$ cat src/rtl/led_breath_sequencer_pkg.sv
// Shared encodings for the LED breathing sequencer: FSM phase values and
// channel pattern selectors.
package led_breath_sequencer_pkg;

    typedef enum logic [2:0] {
        PH_IDLE      = 3'd0,
        PH_RAMP_UP   = 3'd1,
        PH_HOLD_HIGH = 3'd2,
        PH_RAMP_DOWN = 3'd3,
        PH_HOLD_LOW  = 3'd4
    } phase_e;

    localparam logic [1:0] MODE_INPHASE = 2'd0;
    localparam logic [1:0] MODE_SPLIT   = 2'd1;
    localparam logic [1:0] MODE_CHASE   = 2'd2;

    // The unused encoding 3 behaves as in-phase.
    function automatic logic [1:0] decode_mode(input logic [1:0] m);
        return (m == 2'd3) ? MODE_INPHASE : m;
    endfunction

endpackage

$ cat src/rtl/led_pwm_channel.sv
// One LED channel: registered compare of the shared PWM counter against this
// channel's duty, forced low while off is asserted.
module led_pwm_channel
    import led_breath_sequencer_pkg::*;
#(
    parameter int WIDTH = 12
) (
    input  logic             clk,
    input  logic             rst_n,
    input  logic             off,
    input  logic [WIDTH-1:0] pcount,
    input  logic [WIDTH-1:0] duty,
    output logic             led
);

    logic led_d, led_q;

    always_comb begin
        led_d = !off && (pcount < duty);
    end

    always_ff @(posedge clk or negedge rst_n) begin
        if (!rst_n) led_q <= 1'b0;
        else        led_q <= led_d;
    end

    assign led = led_q;

endmodule

$ cat src/rtl/led_breath_sequencer.sv
// Breathing LED sequencer: free-running PWM counter, ramp/hold duty profile
// stepped once per PWM period, and in-phase / split / chase channel mapping.
module led_breath_sequencer
    import led_breath_sequencer_pkg::*;
#(
    parameter int WIDTH        = 12,
    parameter int NUM_LEDS     = 8,
    parameter int MIN_DUTY     = 16,
    parameter int MAX_DUTY     = 4095,
    parameter int STEP         = 1,
    parameter int HOLD_PERIODS = 64
) (
    input  logic                clk,
    input  logic                NOTRESET,
    input  logic                enable,
    input  logic [1:0]          mode,
    output logic [NUM_LEDS-1:0] LED,
    output logic [2:0]          phase,
    output logic                cycle_done
);

    localparam int HW = $clog2(HOLD_PERIODS + 1);
    localparam int CW = (NUM_LEDS > 1) ? $clog2(NUM_LEDS) : 1;
    localparam logic [WIDTH-1:0] DMIN = WIDTH'(MIN_DUTY);
    localparam logic [WIDTH-1:0] DMAX = WIDTH'(MAX_DUTY);

    phase_e                       state_q, state_d;
    logic [WIDTH-1:0]             pcount_q, pcount_d;
    logic [WIDTH-1:0]             duty_q, duty_d;
    logic [HW-1:0]                hold_q, hold_d;
    logic [CW-1:0]                chase_q, chase_d;
    logic [1:0]                   mode_q, mode_d;
    logic                         cycle_done_q, cycle_done_d;

    logic                         boundary, hold_last, up_sat, dn_floor, led_off;
    logic [WIDTH:0]               up_sum;
    logic signed [WIDTH+1:0]      dn_diff;
    logic [WIDTH-1:0]             duty_up, duty_dn, split_duty;
    logic [NUM_LEDS-1:0][WIDTH-1:0] chan_duty;

    // Saturating step arithmetic: up in WIDTH+1 bits, down signed so a
    // small duty cannot wrap below MIN_DUTY.
    always_comb begin
        pcount_d  = pcount_q + 1'b1;
        boundary  = &pcount_q;
        up_sum    = {1'b0, duty_q} + (WIDTH+1)'(STEP);
        up_sat    = up_sum >= {1'b0, DMAX};
        duty_up   = up_sat ? DMAX : up_sum[WIDTH-1:0];
        dn_diff   = $signed({2'b00, duty_q}) - $signed((WIDTH+2)'(STEP));
        dn_floor  = dn_diff <= $signed({2'b00, DMIN});
        duty_dn   = dn_floor ? DMIN : dn_diff[WIDTH-1:0];
        hold_last = (hold_q + 1'b1) == HW'(HOLD_PERIODS);
    end

    always_ff @(posedge clk or negedge NOTRESET) begin
        if (!NOTRESET) state_q <= PH_IDLE;
        else           state_q <= state_d;
    end

    always_comb begin
        state_d = state_q;
        if (!enable) begin
            state_d = PH_IDLE;
        end else if (boundary) begin
            case (state_q)
                PH_IDLE:      state_d = PH_RAMP_UP;
                PH_RAMP_UP:   if (up_sat)    state_d = PH_HOLD_HIGH;
                PH_HOLD_HIGH: if (hold_last) state_d = PH_RAMP_DOWN;
                PH_RAMP_DOWN: if (dn_floor)  state_d = PH_HOLD_LOW;
                PH_HOLD_LOW:  if (hold_last) state_d = PH_RAMP_UP;
                default:      state_d = PH_IDLE;
            endcase
        end
    end

    // Everything except pcount moves only on a period boundary, so the
    // compare never sees a mid-period duty change.
    always_comb begin
        duty_d       = duty_q;
        hold_d       = hold_q;
        chase_d      = chase_q;
        mode_d       = mode_q;
        cycle_done_d = 1'b0;
        if (!enable) begin
            duty_d  = DMIN;
            hold_d  = '0;
            chase_d = '0;
        end else if (boundary) begin
            case (state_q)
                PH_IDLE: mode_d = mode;
                PH_RAMP_UP: begin
                    duty_d = duty_up;
                    hold_d = '0;
                end
                PH_HOLD_HIGH: begin
                    hold_d = hold_q + 1'b1;
                    if (hold_last) begin
                        duty_d = duty_dn;
                        hold_d = '0;
                    end
                end
                PH_RAMP_DOWN: begin
                    duty_d = duty_dn;
                    hold_d = '0;
                end
                PH_HOLD_LOW: begin
                    hold_d = hold_q + 1'b1;
                    if (hold_last) begin
                        duty_d       = duty_up;
                        hold_d       = '0;
                        mode_d       = mode;
                        cycle_done_d = 1'b1;
                        chase_d      = (chase_q == CW'(NUM_LEDS - 1)) ? '0 : chase_q + 1'b1;
                    end
                end
                default: ;
            endcase
        end
    end

    always_ff @(posedge clk or negedge NOTRESET) begin
        if (!NOTRESET) begin
            pcount_q     <= '0;
            duty_q       <= DMIN;
            hold_q       <= '0;
            chase_q      <= '0;
            mode_q       <= MODE_INPHASE;
            cycle_done_q <= 1'b0;
        end else begin
            pcount_q     <= pcount_d;
            duty_q       <= duty_d;
            hold_q       <= hold_d;
            chase_q      <= chase_d;
            mode_q       <= mode_d;
            cycle_done_q <= cycle_done_d;
        end
    end

    // Gating on enable as well as state blanks the LEDs on the same edge
    // that drops the FSM to IDLE.
    always_comb begin
        phase      = state_q;
        cycle_done = cycle_done_q;
        led_off    = !enable || (state_q == PH_IDLE);
        split_duty = DMAX + DMIN - duty_q;
        for (int i = 0; i < NUM_LEDS; i++) begin
            chan_duty[i] = duty_q;
            case (decode_mode(mode_q))
                MODE_SPLIT: if (i >= NUM_LEDS / 2) chan_duty[i] = split_duty;
                MODE_CHASE: if (chase_q != CW'(i)) chan_duty[i] = '0;
                default: ;
            endcase
        end
    end

    for (genvar g = 0; g < NUM_LEDS; g++) begin : g_chan
        led_pwm_channel #(.WIDTH(WIDTH)) u_chan (
            .clk    (clk),
            .rst_n  (NOTRESET),
            .off    (led_off),
            .pcount (pcount_q),
            .duty   (chan_duty[g]),
            .led    (LED[g])
        );
    end

endmodule

$ cat config.mk
export PLATFORM = sky130hd
export DESIGN_NAME = led_breath_sequencer
export DESIGN_NICKNAME = d
export VERILOG_FILES = /design/src/rtl/led_breath_sequencer_pkg.sv /design/src/rtl/led_pwm_channel.sv /design/src/rtl/led_breath_sequencer.sv
export SDC_FILE = /design/constraint.sdc
export NUM_CORES = 1
export LEC_CHECK = 0
export CORE_ASPECT_RATIO = 0.9
export CORE_MARGIN = 5
export CORE_UTILIZATION = 45
export CTS_BUF_LIST = sky130_fd_sc_hd__clkbuf_4 sky130_fd_sc_hd__clkbuf_8 sky130_fd_sc_hd__clkbuf_16
export DETAILED_ROUTE_END_ITERATION = 8
export MAX_ROUTING_LAYER = met4
export REMOVE_ABC_BUFFERS = 1
export SLEW_MARGIN = 20
export SYNTH_ARGS = -nofsm -noshare
export SYNTH_HDL_FRONTEND = slang
export SYNTH_HIERARCHICAL = 1
export SYNTH_SLANG_ARGS = --single-unit
$ cat constraint.sdc
create_clock -name clk -period 2.73 [get_ports clk]
set_input_delay 0.546 -clock clk [delete_from_list [all_inputs] [get_ports clk]]
set_output_delay 0.546 -clock clk [all_outputs]
set_load 0.01 [all_outputs]
# ---- Word level (Yosys, flattened, before mapping)
# Index checks and enable logic that the tools add are counted.
dict set report word_totals {
  out_inout_bits 12
  elab_cells 125
  input_bits 5
  regBits 48
}
dict set report classes {
  order_cmp 10
  n_addsub 6
  muxes 46
  eq_ne 26
  n_reduce_logical 22
}
# op count
set ops {}
lappend ops {{2-to-1 mux 12 bit} 18}
lappend ops {{less-than comparator 12 bit} 8}
lappend ops {{case mux 12 bit (2 select lines)} 4}
lappend ops {{case mux 12 bit (4 select lines)} 1}
lappend ops {{2-to-1 mux 3 bit} 11}
lappend ops {{!= test 3 bit (second input constant)} 9}
lappend ops {{2-to-1 mux 7 bit} 3}
lappend ops {{case mux 3 bit (5 select lines)} 1}
lappend ops {{AND reduction 15 bit} 1}
lappend ops {{case mux 7 bit (2 select lines)} 1}
lappend ops {{adder 12 x 1 -> 13 bit (second input constant)} 1}
lappend ops {{greater-or-equal comparator 13 x 12 -> 1 bit (second input constant)} 1}
lappend ops {{<= comparator 13 x 6 -> 1 bit (second input constant)} 1}
lappend ops {{subtractor 12 x 1 -> 13 bit (second input constant)} 1}
lappend ops {{adder 12 x 1 -> 12 bit (second input constant)} 1}
lappend ops {{AND reduction 12 bit} 1}
lappend ops {{subtractor 4 x 12 -> 12 bit (first input constant)} 1}
lappend ops {{logical AND 1 bit} 8}
lappend ops {{adder 7 x 1 -> 7 bit (second input constant)} 1}
lappend ops {{equality test 7 bit (second input constant)} 1}
lappend ops {{equality test 3 x 2 -> 1 bit (second input constant)} 2}
lappend ops {{equality test 3 bit (second input constant)} 2}
lappend ops {{!= test 2 x 1 -> 1 bit (second input constant)} 3}
lappend ops {{!= test 3 x 2 -> 1 bit (second input constant)} 2}
lappend ops {{other kinds (20)} 27}

# ---- Logic depth before layout (Yosys ltp)
dict set report logic_depth {
  word_depth 7
  depth_mapped 13
  depth_no_buf 11
}

# ---- Cells and area by module
# Netlist, hierarchy kept.
# module n_inst seq_area_each_um2 area_per_inst_um2 cells_per_inst
set by_module_without_submodules {}
lappend by_module_without_submodules {led_breath_sequencer 1 1002.2 3732.3 513}
lappend by_module_without_submodules {led_pwm_channel 8 25.0 310.3 41}

# ---- Worst setup path after synthesis
# No wires, ideal clock.
dict set report synth_path {
  path_type {flip-flop to flip-flop}
  start {reg duty_q[0]}
  end {reg duty_q[2]}
  stages_incl_launch_ff 13
  period_less_slack_ns 2.867
  arrival_ns 2.747
  t_required_ns 2.609
  setup_slack_ns -0.137
  setup_time_ns 0.121
  path_buffers 3
  path_cell_list {dfrtp_1 -> clkbuf_1 -> clkbuf_1 -> inv_1 -> ha_1 -> nor3b_2 -> o211a_1 -> xnor2_1 -> nand4_1 -> o31ai_1 -> buf_2 -> nor2_1 -> a22o_1}
}
dict set report synth_between {
  elab_chain_len 7
  elab_cells_between_ends 11
  classes_between {2 x add/sub; 2 x order compare; 7 x mux}
}
# element line_no
set synth_lines {}
lappend synth_lines {{from (decl)} led_breath_sequencer.sv:29} ;# logic [WIDTH-1:0] duty_q, duty_d;
lappend synth_lines {{from (signal assigned)} led_breath_sequencer.sv:131} ;# duty_q <= duty_d;
lappend synth_lines {{adder 12 x 1 -> 13 bit / subtractor 12 x 1 -> 13 bit (equally long branches)} {led_breath_sequencer.sv:46, led_breath_sequencer.sv:49}}
lappend synth_lines {{greater-or-equal comparator 13 x 12 -> 1 bit / <= comparator 13 x 6 -> 1 bit (equally long branches)} {led_breath_sequencer.sv:47, led_breath_sequencer.sv:50}}
lappend synth_lines {{2-to-1 mux 12 bit, on equally long branches} {led_breath_sequencer.sv:48, led_breath_sequencer.sv:51}}
lappend synth_lines {{2-to-1 mux 12 bit, on equally long branches} {led_breath_sequencer.sv:108, led_breath_sequencer.sv:97}}
lappend synth_lines {{case mux 12 bit (4 select lines) *} led_breath_sequencer.sv:89} ;# case (state_q)
lappend synth_lines {{2-to-1 mux 12 bit *} led_breath_sequencer.sv:88} ;# end else if (boundary) begin
lappend synth_lines {{2-to-1 mux 12 bit *} led_breath_sequencer.sv:84} ;# if (!enable) begin
# Mark *: on every way between the ends. The rest lies on a longest branch, timed or not. The select of a mux whose other input is x is not followed.
# A chain may end at the register's enable or synchronous reset.

==> flow_summary.json <==
{
  "status": "completed",
  "rsz0062_at_grt": "true",
  "routed-wl-met2_mm": 8.69,
  "yosys_warnings": 6,
  "synth_compound_area_share_pct": 22.8,
  "ant_nets": 0,
  "die_w_um": 134,
  "slew_headroom_pct": 18.4,
  "tritoncts": "yes",
  "synth-simple-area-share_pct": 23.8,
  "cp-end-kind": "flop",
  "critPathRequiredTime_ns": 2.93,
  "wl_met3_um": 985,
  "io_pins": 17,
  "ys_ff_latch": 48,
  "antenna_found_initial": 0,
  "setup_viol": 0,
  "drc": 0,
  "routed.top_layer": "met4",
  "wl_per_cell_um": 17.6,
  "synth_mux_area_share_pct": 0.322,
  "nets": 993,
  "critPathLaunchType": "flop",
  "synth_xor_area_share_pct": 3.10,
  "min-delay-path-class": "input port to async pin",
  "finalNonFillerCells": 1053,
  "design.die.area_sq_um": 16300,
  "met1_length_mm": 8.30,
  "grt-ovfl-total": 0,
  "path_clk_slew_ns": 0.09,
  "grt_pass1_vias": 5994,
  "vias": 6154,
  "dp_cells": 1044,
  "synth_top_family_by_area": "simple AND/OR/NAND/NOR gates",
  "peakVddDrop_mv": 0.229,
  "hold_violations": 0,
  "syn_area_per_cell_sq_um": 7.39,
  "syn_area_sq_um": 6210,
  "power_leakage_nw": 3.38,
  "viasPerCell": 5.84,
  "cts_sinks": 48,
  "drt-initial-drc-count": 394,
  "dr.pass1.iters": 5,
  "drive_above_1_share_pct": 11.7,
  "synth-edff-count": 0,
  "hpwl_mm": 13.7,
  "synth_ff_type": "dfrtp_1",
  "crit_arrival_ns": 2.79,
  "finClkSkew_ns": 0.0132,
  "async_reset_ff_share_pct": 100,
  "numCtsBuffers": 5,
  "clk-insertion-delay-late_ns": 0.31,
  "maxCapViolations": 0,
  "fin_util_pct": 52.9,
  "core-area_sq_um": 13500,
  "htreeDepth": 2,
  "syn_inst": 841,
  "r2r_cells": 11,
  "drv_slew": 0,
  "yosysUniqueCellTypes": 58,
  "min_period_ns": 2.59,
  "wl_mm": 18.5,
  "powerDensity_nw_per_um2": 263,
  "max_freq_mhz": 385,
  "post-route-period-util_pct": 95.0,
  "worstMarginPinSlew_ns": 1.22,
  "area_growth_pct": 14.7,
  "portBuffers": 16,
  "cts.path.max_buffers": 2,
  "synthAdderAreaFrac_pct": 21.1,
  "initial_core_util_pct": 46.2,
  "grt_usage_pct": 23.9,
  "crit_fanout": 4,
  "num-fill-cells": 1306,
  "synth_seq_area_share_pct": 19.3,
  "grt_pass1_wl_mm": 30.3,
  "gp_congestion": 0.955,
  "clockRootBuffer": "clkbuf_16",
  "rows": 40,
  "die_h_um": 121,
  "grt_max_degree": 36,
  "postCtsHoldBufs": 0,
  "criticalPathCategory": "flop to flop"
}
-- metrics by stage --
| stage | area (sq um) | setup TNS [ns] | hold WS [ns] | setup slack (ns) | power [mW] |
|---|---|---|---|---|---|
| floorplan | 6060 | -2.24 | 0.250 | -0.320 | 0.896 |
| global placement | 6870 | 0 | 0.479 | 0.0502 | 1.00 |
| detailed placement | 6870 | -0.0743 | 0.492 | -0.0497 | 1.01 |
| CTS | 7070 | 0 | 0.388 | 0.0122 | 1.89 |
| global route | 7120 | -0.0121 | 0.433 | -0.0113 | 1.95 |
| finish | 7130 | 0 | 0.353 | 0.135 | 1.87 |
-- state kept, by name, indices dropped and copies added, names as in the netlist --
name	cells
cycle_done	1
g_chan.u_chan/led	8
pcount_q	12
phase	3
duty_q	12
mode_q	2
chase_q	3
hold_q	7
-- worst max-delay path, stage by stage (launching register included) --
cell,delay [ns]
dfrtp_1,0.38
or3_1,0.38
or3_1,0.35
nor3_2,0.13
xnor2_1,0.14
and2_4,0.19
a21o_1,0.09
inv_1,0.04
ha_1,0.31
nand4_1,0.16
o21ai_0,0.26
a221oi_2,0.05
-- synthesized netlist by cell type (all sizes together), types with 6 or more instances --
cell type	count	share of area, %
and2	53	5.3
a31oi	7	0.70
a221oi	11	2.4
a21oi	75	6.5
clkbuf	35	2.1
nor4	6	0.60
or3	6	0.60
nand4	18	1.8
nand2	93	5.6
nor3	8	0.64
dfrtp	47	19
o21ai	61	4.9
a211oi	12	1.4
and3	8	0.81
xor2	7	0.99
xnor2	15	2.1
ha	105	21
nor2b	6	0.60
nand3	22	1.8
nor2	42	2.5
a21o	7	0.85
a211o	10	1.4
o31ai	6	0.72
inv	114	6.9
nand2b	18	1.8
-- final cells by class --
type	count	area, sq um	area share, %
diodes	1	2.50	0.0351
clock buffers	5	125	1.76
clock inverters	3	68.8	0.966
inverters	115	432	6.06
multi-input cells	638	4490	63.0
flip-flops and latches	48	1200	16.9
well taps	168	210	2.95
repair buffers	75	598	8.39
-- power breakdown --
part / switching [mW] / internal [mW]
Clock: 0.346 / 0.531
Sequential: 0.00535 / 0.716
Combinational: 0.170 / 0.107
Total: 0.520 / 1.35
-- cells in the final DEF, fill, tap and decap left out, drive strengths merged, types with 4 or more instances in the layout --
master / n
a211o: 10
a211oi: 12
a21o: 7
a21oi: 75
a221oi: 11
a31oi: 7
and2: 53
and3: 8
buf: 60
clkbuf: 5
clkdlybuf4s50: 15
dfrtp: 47
ha: 105
inv: 115
nand2: 93
nand2b: 18
nand3: 22
nand4: 18
nor2: 42
nor2b: 6
nor3: 8
nor4: 6
o21ai: 61
o22a: 4
o31ai: 6
or3: 6
xnor2: 15
xor2: 7
-- timing repair --
item,4_1_cts,5_1_grt
resized for setup,2,12
setup buffers,0,0
pin swaps,0,4
endpoints found under the setup margin,3,14
-- logic make-up after synthesis --
| logic type | after synthesis |
|---|---|
| xor gates and xnor gates | 22 |
| AOI/OAI and AO/OA | 217 |
| muxes | 2 |
| buffers and inverters | 155 |
| adders and majority gates | 105 |
| DFF | 48 |
| and+or+nand+nor | 292 |
-- routing by layer --
layer	up-vias	GRT usage (%)
li1	2999	-
met1	2910	30.0
met2	198	40.4
met3	47	2.78
met4	0	7.52
met5	-	-
-- worst paths after layout --
kind / slack, ns / endpoint / from
max: 0.14 / g_chan[5].u_chan/led / duty_q[5]
min: 0.35 / pcount_q[5] / NOTRESET
max reg2reg: 0.14 / g_chan[5].u_chan/led / duty_q[5]
min reg2reg: 0.50 / pcount_q[1] / pcount_q[1]
max in group asynchronous: 1.69 / phase[0] / NOTRESET
min in group clk: 0.50 / pcount_q[1] / pcount_q[1]
Power figures use the tool's default switching activity.
